$ cat src/rtl/pcie_ext_cap_list_walker_pkg.sv
// Shared types for the PCIe extended capability list walker: FSM states,
// walk error codes and the extended capability header layout.
package pcie_ext_cap_pkg;

    typedef enum logic [1:0] {
        ST_IDLE = 2'd0,
        ST_READ = 2'd1,
        ST_EVAL = 2'd2,
        ST_DONE = 2'd3
    } state_e;

    typedef enum logic [1:0] {
        ERR_NONE      = 2'd0,
        ERR_TIMEOUT   = 2'd1,
        ERR_BAD_PTR   = 2'd2,
        ERR_HOP_LIMIT = 2'd3
    } err_code_e;

    localparam logic [11:0] EXT_CAP_BASE = 12'h100;

    typedef struct packed {
        logic [11:0] next;
        logic [3:0]  version;
        logic [15:0] id;
    } ext_cap_hdr_t;

endpackage

$ cat src/rtl/pcie_ext_cap_list_walker_if.sv
// Request/result and config-read signals of the capability list walker.
// slave = the walker itself, master = the requester plus config responder.
interface pcie_ext_cap_list_walker_if;
    import pcie_ext_cap_pkg::*;

    logic        start;
    logic [15:0] target_id;
    logic        busy;
    logic        done;
    logic        found;
    logic [11:0] found_offset;
    logic [3:0]  found_version;
    logic        error;
    err_code_e   err_code;
    logic        cfg_rd_req;
    logic [11:0] cfg_rd_addr;
    logic        cfg_rd_valid;
    logic [31:0] cfg_rd_data;

    modport slave (
        input  start, target_id, cfg_rd_valid, cfg_rd_data,
        output busy, done, found, found_offset, found_version, error, err_code,
               cfg_rd_req, cfg_rd_addr
    );

    modport master (
        output start, target_id, cfg_rd_valid, cfg_rd_data,
        input  busy, done, found, found_offset, found_version, error, err_code,
               cfg_rd_req, cfg_rd_addr
    );

endinterface

$ cat src/rtl/pcie_ext_cap_list_walker.sv
// Walks the PCIe extended capability list from 0x100, one DWORD read per
// header, stopping on a matching ID, end of list, or a fault.
module pcie_ext_cap_list_walker
    import pcie_ext_cap_pkg::*;
#(
    parameter int MAX_HOPS       = 64,
    parameter int TIMEOUT_CYCLES = 256
) (
    input  logic                        clk,
    input  logic                        rst_n,
    pcie_ext_cap_list_walker_if.slave   if_walk
);

    localparam int HOP_W = $clog2(MAX_HOPS) + 1;
    localparam int TMR_W = $clog2(TIMEOUT_CYCLES) + 1;
    localparam logic [HOP_W-1:0] HOP_LAST = HOP_W'(MAX_HOPS - 1);
    localparam logic [TMR_W-1:0] TMR_LAST = TMR_W'(TIMEOUT_CYCLES - 1);

    state_e           r_state;
    state_e           w_state_nxt;
    logic [15:0]      r_target;
    logic [11:0]      r_offset;
    logic [HOP_W-1:0] r_hop;
    logic [TMR_W-1:0] r_timer;
    logic [31:0]      r_hdr_raw;
    logic             r_found;
    logic [11:0]      r_found_offset;
    logic [3:0]       r_found_version;
    logic             r_error;
    err_code_e        r_err_code;

    ext_cap_hdr_t     w_hdr;
    logic             w_rd_ok;
    logic             w_tmo;
    logic             w_eval_stop;
    logic             w_eval_found;
    err_code_e        w_eval_err;

    function automatic logic [HOP_W-1:0] hop_sat_inc(input logic [HOP_W-1:0] v);
        return (&v) ? v : v + HOP_W'(1);
    endfunction

    function automatic logic [TMR_W-1:0] tmr_sat_inc(input logic [TMR_W-1:0] v);
        return (&v) ? v : v + TMR_W'(1);
    endfunction

    assign w_hdr   = ext_cap_hdr_t'(r_hdr_raw);
    assign w_rd_ok = (r_state == ST_READ) && if_walk.cfg_rd_valid;
    assign w_tmo   = (r_state == ST_READ) && !if_walk.cfg_rd_valid && (r_timer == TMR_LAST);

    // Header checks in priority order; w_eval_stop=0 means follow the next pointer.
    always_comb begin
        w_eval_stop  = 1'b1;
        w_eval_found = 1'b0;
        w_eval_err   = ERR_NONE;
        if (r_hdr_raw == 32'hFFFF_FFFF) begin
            w_eval_err = ERR_BAD_PTR;
        end else if (r_hdr_raw == 32'h0000_0000) begin
            if (r_offset != EXT_CAP_BASE) w_eval_err = ERR_BAD_PTR;
        end else if (w_hdr.id == r_target) begin
            w_eval_found = 1'b1;
        end else if (w_hdr.next == 12'h000) begin
            w_eval_err = ERR_NONE;
        end else if ((w_hdr.next < EXT_CAP_BASE) || (w_hdr.next[1:0] != 2'b00)) begin
            w_eval_err = ERR_BAD_PTR;
        end else if (r_hop == HOP_LAST) begin
            w_eval_err = ERR_HOP_LIMIT;
        end else begin
            w_eval_stop = 1'b0;
        end
    end

    always_ff @(posedge clk or negedge rst_n) begin
        if (!rst_n) r_state <= ST_IDLE;
        else        r_state <= w_state_nxt;
    end

    always_comb begin
        w_state_nxt = r_state;
        unique case (r_state)
            ST_IDLE: if (if_walk.start) w_state_nxt = ST_READ;
            ST_READ: begin
                if (w_rd_ok)    w_state_nxt = ST_EVAL;
                else if (w_tmo) w_state_nxt = ST_DONE;
            end
            ST_EVAL: w_state_nxt = w_eval_stop ? ST_DONE : ST_READ;
            ST_DONE: w_state_nxt = ST_IDLE;
        endcase
    end

    always_comb begin
        if_walk.busy          = (r_state != ST_IDLE);
        if_walk.done          = (r_state == ST_DONE);
        if_walk.cfg_rd_req    = (r_state == ST_READ);
        if_walk.cfg_rd_addr   = (r_state == ST_READ) ? r_offset : 12'h000;
        if_walk.found         = r_found;
        if_walk.found_offset  = r_found_offset;
        if_walk.found_version = r_found_version;
        if_walk.error         = r_error;
        if_walk.err_code      = r_err_code;
    end

    always_ff @(posedge clk or negedge rst_n) begin
        if (!rst_n) begin
            r_target        <= '0;
            r_offset        <= '0;
            r_hop           <= '0;
            r_timer         <= '0;
            r_hdr_raw       <= '0;
            r_found         <= 1'b0;
            r_found_offset  <= '0;
            r_found_version <= '0;
            r_error         <= 1'b0;
            r_err_code      <= ERR_NONE;
        end else begin
            unique case (r_state)
                ST_IDLE: begin
                    if (if_walk.start) begin
                        r_target        <= if_walk.target_id;
                        r_offset        <= EXT_CAP_BASE;
                        r_hop           <= '0;
                        r_timer         <= '0;
                        r_found         <= 1'b0;
                        r_found_offset  <= '0;
                        r_found_version <= '0;
                        r_error         <= 1'b0;
                        r_err_code      <= ERR_NONE;
                    end
                end
                ST_READ: begin
                    if (w_rd_ok) begin
                        r_hdr_raw <= if_walk.cfg_rd_data;
                        r_timer   <= '0;
                    end else if (w_tmo) begin
                        r_error    <= 1'b1;
                        r_err_code <= ERR_TIMEOUT;
                        r_timer    <= '0;
                    end else begin
                        r_timer <= tmr_sat_inc(r_timer);
                    end
                end
                ST_EVAL: begin
                    if (w_eval_stop) begin
                        r_found    <= w_eval_found;
                        r_error    <= (w_eval_err != ERR_NONE);
                        r_err_code <= w_eval_err;
                        if (w_eval_found) begin
                            r_found_offset  <= r_offset;
                            r_found_version <= w_hdr.version;
                        end
                    end else begin
                        r_offset <= w_hdr.next;
                        r_hop    <= hop_sat_inc(r_hop);
                    end
                end
                ST_DONE: ;
            endcase
        end
    end

endmodule

$ cat src/flat_wrapper.sv
// flat-port wrapper written by rule: the top's interface ports become plain ports
module pcie_ext_cap_list_walker_flat import pcie_ext_cap_pkg::*;
#(
    parameter int MAX_HOPS       = 64,
    parameter int TIMEOUT_CYCLES = 256
)
  (clk, rst_n, if_walk_start, if_walk_target_id, if_walk_cfg_rd_valid, if_walk_cfg_rd_data, if_walk_busy, if_walk_done, if_walk_found, if_walk_found_offset, if_walk_found_version, if_walk_error, if_walk_err_code, if_walk_cfg_rd_req, if_walk_cfg_rd_addr);
  pcie_ext_cap_list_walker_if if_walk_i ();
  input  logic clk;
  input  logic rst_n;
  input wire logic [$bits(if_walk_i.start)-1:0] if_walk_start;
  input wire logic [$bits(if_walk_i.target_id)-1:0] if_walk_target_id;
  input wire logic [$bits(if_walk_i.cfg_rd_valid)-1:0] if_walk_cfg_rd_valid;
  input wire logic [$bits(if_walk_i.cfg_rd_data)-1:0] if_walk_cfg_rd_data;
  output wire logic [$bits(if_walk_i.busy)-1:0] if_walk_busy;
  output wire logic [$bits(if_walk_i.done)-1:0] if_walk_done;
  output wire logic [$bits(if_walk_i.found)-1:0] if_walk_found;
  output wire logic [$bits(if_walk_i.found_offset)-1:0] if_walk_found_offset;
  output wire logic [$bits(if_walk_i.found_version)-1:0] if_walk_found_version;
  output wire logic [$bits(if_walk_i.error)-1:0] if_walk_error;
  output wire logic [$bits(if_walk_i.err_code)-1:0] if_walk_err_code;
  output wire logic [$bits(if_walk_i.cfg_rd_req)-1:0] if_walk_cfg_rd_req;
  output wire logic [$bits(if_walk_i.cfg_rd_addr)-1:0] if_walk_cfg_rd_addr;
  assign if_walk_i.start = if_walk_start;
  assign if_walk_i.target_id = if_walk_target_id;
  assign if_walk_i.cfg_rd_valid = if_walk_cfg_rd_valid;
  assign if_walk_i.cfg_rd_data = if_walk_cfg_rd_data;
  assign if_walk_busy = if_walk_i.busy;
  assign if_walk_done = if_walk_i.done;
  assign if_walk_found = if_walk_i.found;
  assign if_walk_found_offset = if_walk_i.found_offset;
  assign if_walk_found_version = if_walk_i.found_version;
  assign if_walk_error = if_walk_i.error;
  assign if_walk_err_code = if_walk_i.err_code;
  assign if_walk_cfg_rd_req = if_walk_i.cfg_rd_req;
  assign if_walk_cfg_rd_addr = if_walk_i.cfg_rd_addr;
  pcie_ext_cap_list_walker #(.MAX_HOPS(MAX_HOPS), .TIMEOUT_CYCLES(TIMEOUT_CYCLES)) u_core (.clk(clk), .rst_n(rst_n), .if_walk(if_walk_i));
endmodule
$ cat config.mk
export PLATFORM = sky130hd
export DESIGN_NAME = pcie_ext_cap_list_walker_flat
export DESIGN_NICKNAME = d
export VERILOG_FILES = /design/src/rtl/pcie_ext_cap_list_walker_pkg.sv /design/src/rtl/pcie_ext_cap_list_walker_if.sv /design/src/rtl/pcie_ext_cap_list_walker.sv /design/src/flat_wrapper.sv
export SDC_FILE = /design/constraint.sdc
export NUM_CORES = 1
export LEC_CHECK = 0
export CORE_ASPECT_RATIO = 1.2
export CORE_MARGIN = 3
export CORE_UTILIZATION = 30
export CTS_CLUSTER_SIZE = 28
export DETAILED_ROUTE_END_ITERATION = 12
export GPL_TIMING_DRIVEN = 0
export PLACE_DENSITY = 0.62
export SYNTH_ARGS = -nofsm -noshare
export SYNTH_HDL_FRONTEND = slang
export SYNTH_SLANG_ARGS = --single-unit
export TNS_END_PERCENT = 1
$ cat constraint.sdc
create_clock -name clk -period 1.95 [get_ports clk]
set_clock_uncertainty 0.05 [all_clocks]
set_input_delay 0.4875 -clock clk [delete_from_list [all_inputs] [get_ports clk]]
set_output_delay 0.4875 -clock clk [all_outputs]
set_load 0.03 [all_outputs]
==> run metrics, run 1 <==
H-tree Lvls 3; cts bufs inserted 9; Vias/cell 4.94; Crit Path Category reg -> reg; crit-path cells xor2_1, nor4_2, buf_4, and4_4, and4_4, o21ai_4, buf_4, a22o_2; vias 3,385; RSZ-0062 raised after global routing yes; Pleak 0.00274 µW; antenna-violating nets left 0; IO Port Bufs 86; pins over their slew limit 0; number of buffers and inverters on the critical path 2; CTS sink count 98; fin crit period 2.14 ns; worst setup path end u_core.if_walk.found_offset[11]; Tcrit/Tclk final 1.10; pin count of the biggest net entering global routing 65; Total Routing Usage GR 0.136; nets 538; Layout Area Growth over Synthesis 38.9%; max-cap violations 0; final worst slack -0.190 ns; Worst setup SP type register; layout cells sized above 1 0.320; Yosys warning count 0; Post-synth EDFFs 0; Synth Instances 374; CTS tree yes; Hold Path Class in -> async; syn nets 432; Worst path depth 8; initial antenna violation count 0; CP max stage cell dfrtp_2; Yosys reg bits 98; Fill cells 1,377; Crit Path Max Fanout 5; Critical Path AT 2.32 ns; DR WL/cell 16.3 µm; DR DRC count 0; first-pass GRT wire length 18,000 µm; Non-Filler Instances 685; die area 16,500 µm²; Worst slew margin 0.682; crit path capture type register; deepest clock path buffer count 2; Worst VDD drop 0.000510 V; status finished with violations; die height 140 µm; Ports 87; number of distinct library cells after synthesis 45; Post-Place Cells 661; core area 14,500 µm²; syn avg cell area 12.0 µm²; met1 track demand over resource 0.175; failing checks setup timing; maximum clock frequency 467 MHz; Final Hold Fails 0; Clock Pin Slew Worst Setup and Hold Paths 0.07 ns; Mapped Area 4500 µm²; worst path required time 2.13 ns; drt pass-1 iters 4; main flop type after synthesis dfrtp_1; fraction of registers with async set/reset 1.00; GR peak layer met2; Crit. Startpoint u_core.r_hdr_raw[6]; Post-DP HPWL 8230 µm; FP Rows 48; FF-to-FF Start u_core.r_hdr_raw[6]; Remaining Overflow, GRT 0; Root Driver clkbuf_16; Final setup viols 44; Ant. Diodes 0; commonest non-fill, non-tap cells in the layout dfrtp_1 (93), clkdlybuf4s50_1 (62), mux2_2 (48), a22o_1 (22); detailed router's first-iteration violation count 198; sequential area share after synthesis 0.545; Reg area 2460 µm²; met2 GRT Util 0.224; placer congestion estimate 0.907; die width 118 µm; Worst path max stage delay 0.44 ns; R2R setup slack -0.19 ns; FF-to-FF End u_core.if_walk.found_offset[11]; Place WS -0.591 ns; Slew @ Worst Pin 0.476 ns; Worst-Skew Late Latency 0.34 ns; multi-input logic area 2130 µm²; initial core utilization 0.310; fin util 0.430; GR Layer Usage met3 0.0335; worst reg2reg path depth 8; Cell Pwr Density 1400 nW/µm²; most common cell after layout, fill and taps aside dfrtp_1; Top delay family on crit path simple AND/OR/NAND/NOR gates; vias in the first global route 3,418; drt total wl 11,100 µm
[registers in the layout (all words and copies together), names as in the netlist]
register                      count
u_core.r_hdr_raw                 32
u_core.r_target                  16
u_core.if_walk.found_offset      12
u_core.r_offset                  12
u_core.r_timer                    9
u_core.r_hop                      7
u_core.if_walk.found_version      4
u_core.if_walk.err_code           2
u_core.r_state                    2
u_core.if_walk.error              1
u_core.if_walk.found              1
[power by group]
| part | internal (µW) | switching, µW | total [µW] |
|---|---|---|---|
| Clock | 1040 | 770 | 1810 |
| Combinational | 1740 | 1700 | 3430 |
| Sequential | 2720 | 753 | 3480 |
[worst min path at each step]
stage                                          end  slack [ns]
global placement                 u_core.r_timer[7]        0.42
floorplan               u_core.if_walk.err_code[0]        0.14
global route        u_core.if_walk.found_offset[8]        0.08
CTS                 u_core.if_walk.found_offset[8]        0.06
finish              u_core.if_walk.found_offset[8]        0.05
detailed placement               u_core.r_timer[7]        0.42
[logic make-up (layout without fill, tap and decap cells)]
| kind of cell | count (synthesis) | in the layout | synth area share |
|---|---|---|---|
| AO/OA/AOI/OAI | 71 | 71 | 0.116 |
| AND/OR/NAND/NOR | 113 | 113 | 0.146 |
| buffers and inverters | 20 | 131 | 0.0209 |
| flip-flops | 98 | 98 | 0.545 |
| XOR/XNOR | 16 | 16 | 0.0311 |
| multiplexers | 50 | 50 | 0.125 |
| adder cells (fa/ha/maj) | 6 | 6 | 0.0167 |
[per-layer routing]
metal,up-vias,share of wire
li1,1599,-
met1,1680,0.44
met2,92,0.49
met3,14,0.047
met4,0,0.021
met5,-,0
[cells in the mapped netlist (all sizes together), types with 4 or more instances]
library cell / n / area (µm²)
a21oi: 6 / 30.0
o21ai: 19 / 106
dfrtp: 98 / 2450
nor2: 17 / 66.3
inv: 9 / 33.8
buf: 8 / 48.8
mux2: 48 / 541
a22o: 26 / 233
o31ai: 5 / 37.5
nor2b: 4 / 25.0
nor4: 17 / 138
xor2: 16 / 140
ha: 6 / 75.1
nand2: 19 / 71.3
nand3: 6 / 30.0
and3: 5 / 31.3
a31oi: 4 / 25.0
nand4: 14 / 87.6
and2: 18 / 113
[per-stage QoR]
stage	total power [µW]	area, µm²	TNS, ns	hold slack, ns
after floorplan	5420	4510	-0.181	0.142
after global placement	6330	5620	-353.37	0.417
after detailed placement	6440	5650	-34.63	0.424
after CTS	8630	6140	-3.98	0.0572
after global routing	9260	6250	-9.64	0.0754
final	8720	6250	-4.07	0.0452
[repair_timing]
action / 4_1_cts / 5_1_grt
hold buffers: 0 / 0
setup endpoints to repair: 103 / 84
pin swaps: 12 / 6
gates resized for setup: 126 / 38
buffers inserted: 8 / 0
[layout make-up]
class,instances,share of cell area
timing repair buffer,95,0.156
clock inverter,5,0.00981
tap,200,0.0400
clock buffer,11,0.0388
buffer,11,0.0152
multi-input combinational,256,0.340
sequential,98,0.393
inverter,9,0.00581
No activity file was read; power rests on OpenSTA's default activity.
==> run 2: changes to the inputs <==
--- a/config.mk
+++ b/config.mk
@@ -8,6 +8,7 @@
 export CORE_ASPECT_RATIO = 1.2
 export CORE_MARGIN = 3
 export CORE_UTILIZATION = 30
+export CTS_BUF_LIST = sky130_fd_sc_hd__clkbuf_4 sky130_fd_sc_hd__clkbuf_8
 export CTS_CLUSTER_SIZE = 28
 export DETAILED_ROUTE_END_ITERATION = 12
 export GPL_TIMING_DRIVEN = 0
==> run metrics, run 2 (synthesis gave the netlist of run 1 again) <==
failing checks setup timing; H-tree Lvls 3; combinational power share 0.413; first-pass GRT wire length 17,800 µm; die height 140 µm; Crit Path Category reg -> reg; Setup TNS -4.35 ns; antenna-violating nets left 0; Ant. Diodes 0; Root Driver clkbuf_8; internal power 5060 µW; die area 16,500 µm²; Clock Pin Slew Worst Setup and Hold Paths 0.10 ns; deepest clock path buffer count 2; Hold Path Class in -> async; Worst path depth 7; Top delay family on crit path simple AND/OR/NAND/NOR gates; Final setup viols 47; sequential share of power 0.421; crit-path cells xor2_1, nor4_2, and4_4, and4_4, o21ai_4, buf_6, a22o_1; Slew @ Worst Pin 0.522 ns; worst reg2reg path depth 7; Ports 87; Worst VDD drop 0.000474 V; Worst slew margin 0.650; crit path capture type register; FP Rows 48; initial core utilization 0.310; Cell Pwr Density 1340 nW/µm²; Worst path max stage delay 0.43 ns; most common cell after layout, fill and taps aside dfrtp_1; Fin Hold WS 0.0170 ns; vias in the first global route 3,404; pins over their slew limit 0; Clk pwr share 0.167; vias 3,380; fin crit period 2.13 ns; RSZ-0062 raised after global routing yes; max-cap violations 0; Layout Area Growth over Synthesis 35.7%; Critical Path AT 2.33 ns; cts hold-fix bufs 0; CP max stage cell dfrtp_1; DR WL/cell 16.0 µm; worst path required time 2.15 ns; maximum clock frequency 469 MHz; pin count of the biggest net entering global routing 65; Place WS -0.591 ns; Sw Ratio 0.382; initial antenna violation count 0; CTS sink count 98; Design Area, Final 6110 µm²; Total Routing Usage GR 0.134; Remaining Overflow, GRT 0; fin util 0.420; cell area after placement 5650 µm²; Worst-Skew Late Latency 0.37 ns; Post-DP HPWL 8230 µm; Crit Path Max Fanout 10; Pleak 0.00274 µW; placer congestion estimate 0.907; IO Port Bufs 86; nets 540; CTS tree yes; max reg flops 32; DR DRC count 0; Worst setup SP type register; drt total wl 11,000 µm; Most flops, register u_core.r_hdr_raw; commonest non-fill, non-tap cells in the layout dfrtp_1 (95), clkdlybuf4s50_1 (50), mux2_2 (48), a22o_1 (22); layout cells sized above 1 0.314; Vias/cell 4.92; detailed router's first-iteration violation count 208; die width 118 µm; Tcrit/Tclk final 1.09; drt pass-1 iters 4; Largest regs u_core.r_hdr_raw: 32 flops, u_core.r_target: 16 flops; cts bufs inserted 9; core area 14,500 µm²; NetSw 3130 µW; number of buffers and inverters on the critical path 1; Final Hold Fails 0; final worst slack -0.180 ns; status finished with violations; most used cell, CP and4_4
-- run 2: cell types whose count changed in the layout (fill, tap and decap cells not counted), moves of 2 or more --
cell	change
dfrtp_1	+2
clkbuf_16	-9
dlygate4sd2_1	+13
clkdlybuf4s50_1	-12
buf_4	+2
clkbuf_8	+9
dfrtp_2	-2
-- run 2: repair_timing --
| item | 4_1_cts | 5_1_grt |
|---|---|---|
| hold endpoints to repair | 0 | 0 |
| setup endpoints to repair | 118 | 81 |
| pin swaps | 12 | 10 |
| gates resized for setup | 139 | 26 |
| buffers inserted | 8 | 2 |
-- run 2: final timing paths --
| kind | start | to | slack [ns] |
|---|---|---|---|
| setup / recovery | u_core.r_hdr_raw[8] | u_core.if_walk.found_offset[4] | -0.18 |
| hold reg to reg | u_core.r_timer[7] | u_core.r_timer[7] | 0.45 |
| hold / removal | rst_n | u_core.if_walk.found_offset[8] | 0.02 |
| min in group clk | u_core.r_timer[7] | u_core.r_timer[7] | 0.45 |
| max in group asynchronous | rst_n | u_core.r_hdr_raw[0] | 1.16 |
| setup reg to reg | u_core.r_hdr_raw[8] | u_core.if_walk.found_offset[4] | -0.18 |
-- run 2: layout make-up --
cell class	instances	area [µm²]
Clock inverter	5	61.3
Sequential cell	98	2460
Timing Repair Buffer	97	973
Clock buffer	11	145
Fill cell	1403	8430
Buffer	11	92.6
Tap cell	200	250
Inverter	9	36.3
Multi-Input combinational cell	256	2090
-- run 2: routing by layer --
layer / part of all wire / vias up / global-route usage
met3: 0.049 / 9 / 0.0291
met1: 0.44 / 1676 / 0.174
li1: - / 1602 / -
met2: 0.50 / 93 / 0.224
met5: 0 / - / 0
met4: 0.011 / 0 / 0.0414
-- run 2: power by group through the flow --
stage / Clock [µW] / Combinational [µW] / Sequential (µW)
2_1_floorplan: 0 / 2150 / 3280
3_3_place_gp: 0 / 2920 / 3410
3_5_place_dp: 0 / 3000 / 3440
4_1_cts: 1400 / 3330 / 3420
5_1_grt: 1480 / 3690 / 3540
6_report: 1360 / 3380 / 3440
-- run 2: metrics by stage --
stage	cells	power, µW
after detailed placement	661	6440
final	687	8180
after global placement	660	6330
after floorplan	374	5420
after CTS	685	8150
after global routing	687	8710
